### config.mk
export PLATFORM = sky130hd
export DESIGN_NAME = face_scan_sequencer_flat
export DESIGN_NICKNAME = d
export VERILOG_FILES = /design/src/rtl/face_scan_sequencer_if.sv /design/src/rtl/face_scan_sequencer.sv /design/src/flat_wrapper.sv
export SDC_FILE = /design/constraint.sdc
export NUM_CORES = 1
export LEC_CHECK = 0
export CAP_MARGIN = 20
export CORE_ASPECT_RATIO = 0.75
export CORE_UTILIZATION = 55
export DETAILED_ROUTE_END_ITERATION = 6
export GPL_ROUTABILITY_DRIVEN = 1
export PLACE_DENSITY = 0.87
export SKIP_LAST_GASP = 1
export SLEW_MARGIN = 10
export SYNTH_ARGS = -nofsm -noshare
export SYNTH_HDL_FRONTEND = slang
export SYNTH_SLANG_ARGS = --single-unit
### constraint.sdc
create_clock -name Clk -period 2.5 [get_ports Clk]
set_input_delay 0.5 -clock Clk [delete_from_list [all_inputs] [get_ports Clk]]
set_output_delay 0.5 -clock Clk [all_outputs]
set_load 0.02 [all_outputs]
### src/rtl/face_scan_sequencer_if.sv
// Handshake bundle between the cube-scan sequencer and its neighbours:
// the CCD colour sampler, the HW->SW transfer FSM and the operator key/status logic.
interface face_scan_sequencer_if;
  logic       Start;
  logic       Abort;
  logic       Colors_valid;
  logic       Face_done;
  logic       Capture_req;
  logic       ready;
  logic [5:0] FaceNum;
  logic [2:0] Face_idx;
  logic       Busy;
  logic       Scan_done;
  logic       Error;

  // Environment side: drives key, abort and the sampler/transfer pulses.
  modport master (
    output Start, Abort, Colors_valid, Face_done,
    input  Capture_req, ready, FaceNum, Face_idx, Busy, Scan_done, Error
  );

  // Sequencer side.
  modport slave (
    input  Start, Abort, Colors_valid, Face_done,
    output Capture_req, ready, FaceNum, Face_idx, Busy, Scan_done, Error
  );
endinterface

### src/rtl/face_scan_sequencer.sv
// Top-level scheduler for one full cube scan: capture each face, hand it to the
// SW link block, wait for acknowledge, then hold a rotate window before the next face.
// One shared wait counter serves both the capture timeout and the rotate window.
module face_scan_sequencer #(
  parameter int unsigned NUM_FACES      = 6,
  parameter int unsigned ROTATE_CYCLES  = 25_000_000,
  parameter int unsigned TIMEOUT_CYCLES = 50_000_000,
  parameter int unsigned CNT_W          = 26
) (
  input  logic                  Clk,
  input  logic                  Reset_n,
  face_scan_sequencer_if.slave  bus
);

  localparam logic [2:0] ST_IDLE    = 3'd0;
  localparam logic [2:0] ST_CAPTURE = 3'd1;
  localparam logic [2:0] ST_HANDOFF = 3'd2;
  localparam logic [2:0] ST_ROTATE  = 3'd3;
  localparam logic [2:0] ST_DONE    = 3'd4;
  localparam logic [2:0] ST_ERROR   = 3'd5;

  localparam logic [CNT_W-1:0] TIMEOUT_LAST = CNT_W'(TIMEOUT_CYCLES - 1);
  localparam logic [CNT_W-1:0] ROTATE_LAST  = CNT_W'(ROTATE_CYCLES - 1);
  localparam logic [2:0]       LAST_FACE    = 3'(NUM_FACES - 1);

  // One-hot face select for a binary face index.
  function automatic logic [5:0] face_onehot(input logic [2:0] idx);
    face_onehot = 6'd1 << idx;
  endfunction

  logic             start_q;
  logic             start_edge_q;
  logic [2:0]       state_q,  state_d;
  logic [CNT_W-1:0] cnt_q,    cnt_d;
  logic [2:0]       idx_q,    idx_d;
  logic             capture_req_q, capture_req_d;
  logic             ready_q,       ready_d;
  logic [5:0]       facenum_q,     facenum_d;
  logic             busy_q,        busy_d;
  logic             scan_done_q,   scan_done_d;
  logic             error_q,       error_d;

  // Next state, wait counter and face index; Abort overrides every transition.
  always_comb begin
    state_d = state_q;
    cnt_d   = cnt_q;
    idx_d   = idx_q;
    if (bus.Abort) begin
      state_d = ST_IDLE;
      cnt_d   = '0;
      idx_d   = 3'd0;
    end else begin
      case (state_q)
        ST_IDLE, ST_DONE, ST_ERROR: begin
          // A held key never produces a second edge, so no retrigger here.
          if (start_edge_q) begin
            state_d = ST_CAPTURE;
            cnt_d   = '0;
            idx_d   = 3'd0;
          end else begin
            state_d = state_q;
          end
        end
        ST_CAPTURE: begin
          // Colour data wins over the timeout terminal count in the same cycle.
          if (bus.Colors_valid) begin
            state_d = ST_HANDOFF;
            cnt_d   = '0;
          end else if (cnt_q == TIMEOUT_LAST) begin
            state_d = ST_ERROR;
            cnt_d   = '0;
          end else begin
            cnt_d = cnt_q + CNT_W'(1);
          end
        end
        ST_HANDOFF: begin
          // SW pacing is unbounded: no counting while the face is handed off.
          if (bus.Face_done) begin
            cnt_d = '0;
            if (idx_q == LAST_FACE) begin
              state_d = ST_DONE;
            end else begin
              state_d = ST_ROTATE;
            end
          end else begin
            cnt_d = '0;
          end
        end
        ST_ROTATE: begin
          if (cnt_q == ROTATE_LAST) begin
            state_d = ST_CAPTURE;
            cnt_d   = '0;
            idx_d   = idx_q + 3'd1;
          end else begin
            cnt_d = cnt_q + CNT_W'(1);
          end
        end
        default: begin
          state_d = ST_IDLE;
          cnt_d   = '0;
          idx_d   = 3'd0;
        end
      endcase
    end
  end

  // Output values for the state being entered, so outputs switch on the entering edge.
  always_comb begin
    capture_req_d = (state_d == ST_CAPTURE) && (state_q != ST_CAPTURE);
    ready_d       = (state_d == ST_HANDOFF);
    busy_d        = (state_d == ST_CAPTURE) || (state_d == ST_HANDOFF) ||
                    (state_d == ST_ROTATE);
    scan_done_d   = (state_d == ST_DONE);
    error_d       = (state_d == ST_ERROR);
    if (busy_d || scan_done_d) begin
      facenum_d = face_onehot(idx_d);
    end else begin
      facenum_d = 6'd0;
    end
  end

  // State, counter, index, start edge detector and registered outputs.
  always_ff @(posedge Clk or negedge Reset_n) begin
    if (!Reset_n) begin
      start_q       <= 1'b0;
      start_edge_q  <= 1'b0;
      state_q       <= ST_IDLE;
      cnt_q         <= '0;
      idx_q         <= 3'd0;
      capture_req_q <= 1'b0;
      ready_q       <= 1'b0;
      facenum_q     <= 6'd0;
      busy_q        <= 1'b0;
      scan_done_q   <= 1'b0;
      error_q       <= 1'b0;
    end else begin
      start_q       <= bus.Start;
      start_edge_q  <= bus.Start & ~start_q;
      state_q       <= state_d;
      cnt_q         <= cnt_d;
      idx_q         <= idx_d;
      capture_req_q <= capture_req_d;
      ready_q       <= ready_d;
      facenum_q     <= facenum_d;
      busy_q        <= busy_d;
      scan_done_q   <= scan_done_d;
      error_q       <= error_d;
    end
  end

  assign bus.Capture_req = capture_req_q;
  assign bus.ready       = ready_q;
  assign bus.FaceNum     = facenum_q;
  assign bus.Face_idx    = idx_q;
  assign bus.Busy        = busy_q;
  assign bus.Scan_done   = scan_done_q;
  assign bus.Error       = error_q;

endmodule

### src/flat_wrapper.sv
// flat-port wrapper written by rule: the top's interface ports become plain ports
module face_scan_sequencer_flat 
#(
  parameter int unsigned NUM_FACES      = 6,
  parameter int unsigned ROTATE_CYCLES  = 25_000_000,
  parameter int unsigned TIMEOUT_CYCLES = 50_000_000,
  parameter int unsigned CNT_W          = 26
)
  (Clk, Reset_n, bus_Start, bus_Abort, bus_Colors_valid, bus_Face_done, bus_Capture_req, bus_ready, bus_FaceNum, bus_Face_idx, bus_Busy, bus_Scan_done, bus_Error);
  face_scan_sequencer_if bus_i ();
  input  logic Clk;
  input  logic Reset_n;
  input wire logic [$bits(bus_i.Start)-1:0] bus_Start;
  input wire logic [$bits(bus_i.Abort)-1:0] bus_Abort;
  input wire logic [$bits(bus_i.Colors_valid)-1:0] bus_Colors_valid;
  input wire logic [$bits(bus_i.Face_done)-1:0] bus_Face_done;
  output wire logic [$bits(bus_i.Capture_req)-1:0] bus_Capture_req;
  output wire logic [$bits(bus_i.ready)-1:0] bus_ready;
  output wire logic [$bits(bus_i.FaceNum)-1:0] bus_FaceNum;
  output wire logic [$bits(bus_i.Face_idx)-1:0] bus_Face_idx;
  output wire logic [$bits(bus_i.Busy)-1:0] bus_Busy;
  output wire logic [$bits(bus_i.Scan_done)-1:0] bus_Scan_done;
  output wire logic [$bits(bus_i.Error)-1:0] bus_Error;
  assign bus_i.Start = bus_Start;
  assign bus_i.Abort = bus_Abort;
  assign bus_i.Colors_valid = bus_Colors_valid;
  assign bus_i.Face_done = bus_Face_done;
  assign bus_Capture_req = bus_i.Capture_req;
  assign bus_ready = bus_i.ready;
  assign bus_FaceNum = bus_i.FaceNum;
  assign bus_Face_idx = bus_i.Face_idx;
  assign bus_Busy = bus_i.Busy;
  assign bus_Scan_done = bus_i.Scan_done;
  assign bus_Error = bus_i.Error;
  face_scan_sequencer #(.NUM_FACES(NUM_FACES), .ROTATE_CYCLES(ROTATE_CYCLES), .TIMEOUT_CYCLES(TIMEOUT_CYCLES), .CNT_W(CNT_W)) u_core (.Clk(Clk), .Reset_n(Reset_n), .bus(bus_i));
endmodule
==> results.yml, run 1 <==
status:
  status: "completed"
worst_hold_path:
  hp-class: "in2async"
synthesis:
  seq_area_frac_synth_pct: 45.8
  synthesis.area_sq_um: 2460
  ys_ff_latch: 45
  synth_cell_types: 56
  synth_edf_count: 0
  synth_ff_type: "dfrtp_1"
  yosys_warnings: 0
  avgSynthCellArea_sq_um: 10.4
  synth.net_count: 245
  synthArstFlopShare_pct: 100
  synthCells: 236
setup_path:
  reg2reg_setup_slack_ns: 0.20
  worstPathCellList: "ha_1 > and3_1 > or3_1 > a211oi_1 > nor2_1 > xor2_4 > nor4b_2"
  critPathCapture: "u_core.bus.FaceNum[2]"
  path_buf_inv: 0
  critPathMaxFanout: 6
  crit_slowest_cell: "dfrtp_1"
  critPathRequiredTime_ns: 2.70
  r2r-start: "u_core.bus.Face_idx[0]"
  max_stage_delay_ns: 0.45
  rr_worst_depth: 7
  worstSetupEndpointType: "flop"
  critPathKind: "reg2reg"
  r2r_end: "u_core.bus.FaceNum[2]"
  crit_start: "u_core.bus.Face_idx[0]"
  worstSetupStartpointType: "flop"
  cp_num_cells: 7
  cp_data_arrival_time_ns: 2.51
  crit_family: "simple AND/OR/NAND/NOR gates"
timing:
  max_slew.worst_pin.slew_ns: 0.515
  fmax_mhz: 434
  finalHoldViolations: 0
  skew_ns: 0.00588
  slew_violations: 0
  setup_viol: 0
  grt_setup_unrepaired: "false"
  timing.final.crit_share_pct: 92.1
  period_needed_ns: 2.30
  relSlewSlack_pct: 65.2
  fin_setup_tns_ns: 0
cells_and_area:
  synthToLayoutAreaGrowth_pct: 15.7
  final_cell_mix: "dfrtp_1 (45), nor2_1 (31), clkdlybuf4s50_1 (18)"
  antenna_cells: 0
  n_fill_cell: 335
  utilization_pct: 68.4
  drive_gt1_share_pct: 16.5
  final_common_cell: "dfrtp_1"
  num-nets-final: 274
  final_area_sq_um: 2840
routing:
  routed-via-count: 1841
  viasPerCell: 5.74
  drc: 0
  wl_per_cell_um: 14.9
  drt-initial-drc-count: 108
  wl_mm: 4.79
  final_antenna_net_count: 0
  dr.pass1.iters: 4
place:
  place_congestion: 0.901
  placed_area_sq_um: 2740
  portBuffers: 19
  dp_hpwl_mm: 3.50
die:
  die_h_um: 59.9
  coreArea_sq_um: 4150
  fp.dieW_um: 79.2
  start_util_pct: 59.1
  dieArea_sq_um: 4740
  row_count: 20
  ioPinCount: 20
power_and_ir_drop:
  total_power_mw: 1.44
  powerDensity_nw_per_um2: 507
  power.leakage_nw: 1.17
  ir_worst_vdd_v: 0.000383
clock_tree:
  cts_buffers: 5
  cts_root_buffer: "clkbuf_8"
  clock_latency_ns: 0.31
  cts_tree: "done"
  h-tree-depth: 2
  clk_pin_slew_ns: 0.08
  clock-sinks: 45
  cts.hold.buffers_added: 0
  cts_buffer_depth: 2
grt:
  grt_max_degree: 46
  antenna_found_initial: 0
  grt_usage_pct: 22.5
  gr-total-overflow: 0
  grt_pass1_vias: 1638
  grt_pass1_wl_mm: 7.90
job:
  max_cap_violations: 0
-- power breakdown --
part	switching, mW	internal [mW]
clock network	0.245	0.250
logic	0.122	0.0722
registers	0.0108	0.742
total	0.378	1.06
-- state kept, by name (all words and copies together), names as in the netlist --
signal                  cells
u_core.bus.Busy             1
u_core.bus.Capture_req      1
u_core.bus.Error            1
u_core.bus.FaceNum          6
u_core.bus.Face_idx         3
u_core.bus.Scan_done        1
u_core.bus.ready            1
u_core.cnt_q               26
u_core.start_edge_q         1
u_core.start_q              1
u_core.state_q              3
-- worst min path at each step --
stage                           to            from  slack, ns
2_1_floorplan      u_core.bus.Busy         Reset_n       0.20
3_5_place_dp   u_core.start_edge_q  u_core.start_q       0.40
4_1_cts           u_core.cnt_q[21]         Reset_n       0.28
3_3_place_gp   u_core.start_edge_q  u_core.start_q       0.38
5_1_grt           u_core.cnt_q[25]         Reset_n       0.33
6_report          u_core.cnt_q[17]         Reset_n       0.26
-- stage by stage --
step	instances	setup slack (ns)	hold slack, ns
floorplan	236	0.340	0.204
global placement	313	0.0899	0.384
detailed placement	313	-0.0355	0.400
CTS	321	0.181	0.283
global route	321	0.0457	0.328
finish	321	0.197	0.257
-- area by class of cell --
type                       count  area [sq um]  share of cell area [%]
clock buffer                   7          96.3                    3.39
clock inverter                 1          5.00                   0.176
inverter                       6          22.5                   0.792
multi-input combinational    177          1260                    44.2
sequential                    45          1130                    39.6
tap                           55          68.8                    2.42
timing repair buffer          30           268                    9.42
-- logic make-up (layout without fill, tap and decap cells) --
logic type | count (synthesis) | count (layout) | share of synthesized area [%]
buffers and inverters | 14 | 44 | 3.26
and+or+nand+nor | 116 | 116 | 28.9
xor gates and xnor gates | 18 | 18 | 7.18
muxes | 1 | 1 | 0.408
DFF | 45 | 45 | 45.8
adders and majority gates | 3 | 3 | 1.53
AOI/OAI and AO/OA | 39 | 39 | 12.9
-- timing repair --
action                     in CTS  in global routing
buffers inserted                0                  0
resized for setup               0                  1
setup endpoints to repair       0                  1
-- routing by layer --
| metal | up-vias | track usage (%) | routed length [um] |
|---|---|---|---|
| li1 | 911 | - | - |
| met3 | 8 | 5.04 | 244 |
| met2 | 48 | 30.3 | 1970 |
| met4 | 0 | 9.35 | 74 |
| met1 | 874 | 34.5 | 2500 |
| met5 | - | 0 | 0 |
-- cells in the mapped netlist, types with 2 or more instances --
master    number  area share [%]
inv_2          2            0.31
a22o_1         2            0.71
inv_1          4            0.61
nor3b_1        2            0.61
nor3_1         4            0.82
nor4_2         2             1.0
nand2_1       13             2.0
a21oi_1        8             1.6
nand4_1        6             1.5
buf_2          4            0.82
nor4_1         3            0.76
a211oi_1       3            0.92
nor2b_1        2            0.51
xor2_1        10             3.6
nor2_1        31             4.7
a31oi_1        3            0.76
a21o_1         2            0.61
ha_1           3             1.5
dfrtp_1       45              46
or3_1          3            0.76
o22ai_1        2            0.51
nand3_1       16             3.3
o21ai_0        6             1.2
and3_1        11             2.8
nor4b_2        5             3.1
and4_1         2            0.71
nor4bb_1       2            0.82
xnor2_1        7             2.5
and2_1         4             1.0
buf_6          3             1.4
No activity file was read; power rests on OpenSTA's default activity.
==> run 2: changes to the inputs <==
HOLD_SLACK_MARGIN = 0.03   (was default)
MAX_ROUTING_LAYER = met4   (was default)
==> run 2 against run 1 <==
  * Sequential share of layout area shrank 0.12 points
  * Clock power grew 15%
  * First-iteration DRC count grew 14%
  * Register-to-register slack gained 0.07 ns
  * Hold slack gained 0.0099 ns
  * Largest power group unchanged
  * Critical endpoint is now u_core.cnt_q[21]
  * Die area is the same
  * Total power grew 5.3%
  * Largest cell class unchanged
  * Cell count is the same
  * Wire length grew 4.8%
  * Fmax grew 2.9%
==> results.yml, run 2 (synthesis gave the netlist of run 1 again) <==
setup_path:
  critPathMaxFanout: 17
  worstSetupEndpointType: "flop"
  rr_worst_depth: 7
  cp_num_cells: 7
  worstSetupStartpointType: "flop"
  crit_slowest_cell: "o41ai_4"
  path_buf_inv: 1
  worstPathCellList: "nor4_2 > nand4_2 > o41ai_4 > a211oi_4 > buf_4 > nor2_8 > nor2_1"
  max_stage_delay_ns: 0.48
  critPathKind: "reg2reg"
  cp_data_arrival_time_ns: 2.42
  critPathRequiredTime_ns: 2.69
  crit_family: "simple AND/OR/NAND/NOR gates"
place:
  portBuffers: 19
  place_congestion: 0.903
  dp_hpwl_mm: 3.58
cells_and_area:
  num-nets-final: 274
  top_register: "u_core.cnt_q"
  final_cell_mix: "dfrtp_1 (45), nor2_1 (31), clkdlybuf4s50_1 (18)"
  multi_input_area_sq_um: 1250
  layout.area.seq_sq_um: 1130
  final_common_cell: "dfrtp_1"
  utilization_pct: 68.6
  synthToLayoutAreaGrowth_pct: 16.1
  largest_reg_flops: 26
  antenna_cells: 0
  drive_gt1_share_pct: 15.8
  n_fill_cell: 326
power_and_ir_drop:
  pwr-share-comb_pct: 12.7
  p_sw_share_pct: 24.9
  power.leakage_nw: 1.17
  power_frac_seq_pct: 49.7
  ir_worst_vdd_v: 0.000465
  power_switching_mw: 0.378
  internal-power_mw: 1.14
  power_frac_clock_pct: 37.6
  powerDensity_nw_per_um2: 532
die:
  die_h_um: 59.9
  fp.dieW_um: 79.2
  row_count: 20
  dieArea_sq_um: 4740
  coreArea_sq_um: 4150
  ioPinCount: 20
  start_util_pct: 59.1
routing:
  final_antenna_net_count: 0
  wl_mm: 5.02
  viasPerCell: 5.89
  routed-via-count: 1892
  drt-initial-drc-count: 123
  dr.pass1.iters: 4
  drc: 0
  wl_per_cell_um: 15.6
clock_tree:
  cts.hold.buffers_added: 0
  cts-resized-gates: 0
  clk_pin_slew_ns: 0.08
  h-tree-depth: 2
  cts_buffer_depth: 2
  cts_tree: "done"
  cts_setup_buffers: 0
  clock-sinks: 45
  cts_buffers: 5
  clock_latency_ns: 0.30
  cts_root_buffer: "clkbuf_8"
status:
  status: "completed"
grt:
  antenna_found_initial: 0
  grt_pass1_vias: 1770
  gr-total-overflow: 0
  grt_usage_pct: 25.6
  grt_pass1_wl_mm: 8.73
  grt_max_degree: 46
timing:
  timing.final.crit_share_pct: 89.5
  grt_setup_unrepaired: "false"
  period_needed_ns: 2.24
  fin_setup_tns_ns: 0
  max_slew.worst_pin.slew_ns: 0.552
  setup_viol: 0
  slew_violations: 0
  relSlewSlack_pct: 63.2
  skew_ns: 0.00788
  fmax_mhz: 447
  finalHoldViolations: 0
job:
  max_cap_violations: 0
worst_hold_path:
  hp-class: "in2async"
run 2: changes by cell type in the layout (fill, tap and decap cells not counted):
cell       delta
bufinv_16     +1
clkbuf_1      +1
clkbuf_8      -1
clkinv_2      -1
nor4_1        +1
nor4_2        -1
run 2: final cells by class:
cell class | instances | area share [%]
multi-input combinational | 177 | 43.8
sequential | 45 | 39.5
timing repair buffer | 30 | 9.39
clock buffer | 7 | 3.03
tap | 55 | 2.41
clock inverter | 1 | 1.05
inverter | 6 | 0.790
run 2: stage by stage:
step           std cells  power, mW  setup slack, ns  area [sq um]  hold WS [ns]
6_report             321       1.52            0.262          2850         0.267
5_1_grt              321       1.58           0.0521          2850         0.318
3_5_place_dp         313      0.962           0.0290          2740         0.396
4_1_cts              321       1.53            0.254          2850         0.282
2_1_floorplan        236      0.892            0.340          2460         0.204
3_3_place_gp         313      0.961           0.0757          2740         0.385
run 2: path summary, 6_finish.rpt:
path,startpoint,end,slack (ns)
setup / recovery,u_core.cnt_q[8],u_core.cnt_q[21],0.26
hold / removal,Reset_n,u_core.cnt_q[17],0.27
setup reg to reg,u_core.cnt_q[8],u_core.cnt_q[21],0.26
hold reg to reg,u_core.start_q,u_core.start_edge_q,0.40
max in group asynchronous,Reset_n,u_core.cnt_q[4],1.86
min in group Clk,u_core.start_q,u_core.start_edge_q,0.40
run 2: layer usage:
layer | up-vias | GRT usage [%] | routed length, um
li1 | 912 | - | -
met1 | 915 | 37.7 | 2450
met2 | 59 | 35.1 | 2190
met3 | 6 | 5.65 | 328
met4 | 0 | 7.27 | 50
met5 | - | - | 0
run 2: worst reg2reg max path, delay by kind of cell, from the launching register on:
family	cells	cell delay, ns
compound gates	2	0.58
flops	1	0.44
simple gates	4	0.92
buf+inv	1	0.19
run 2: power by group through the flow:
| stage | Sequential [mW] | Clock, mW | Combinational, mW |
|---|---|---|---|
| 2_1_floorplan | 0.779 | 0 | 0.113 |
| 3_3_place_gp | 0.769 | 0 | 0.192 |
| 3_5_place_dp | 0.769 | 0 | 0.193 |
| 4_1_cts | 0.755 | 0.580 | 0.194 |
| 5_1_grt | 0.757 | 0.611 | 0.215 |
| 6_report | 0.755 | 0.571 | 0.193 |
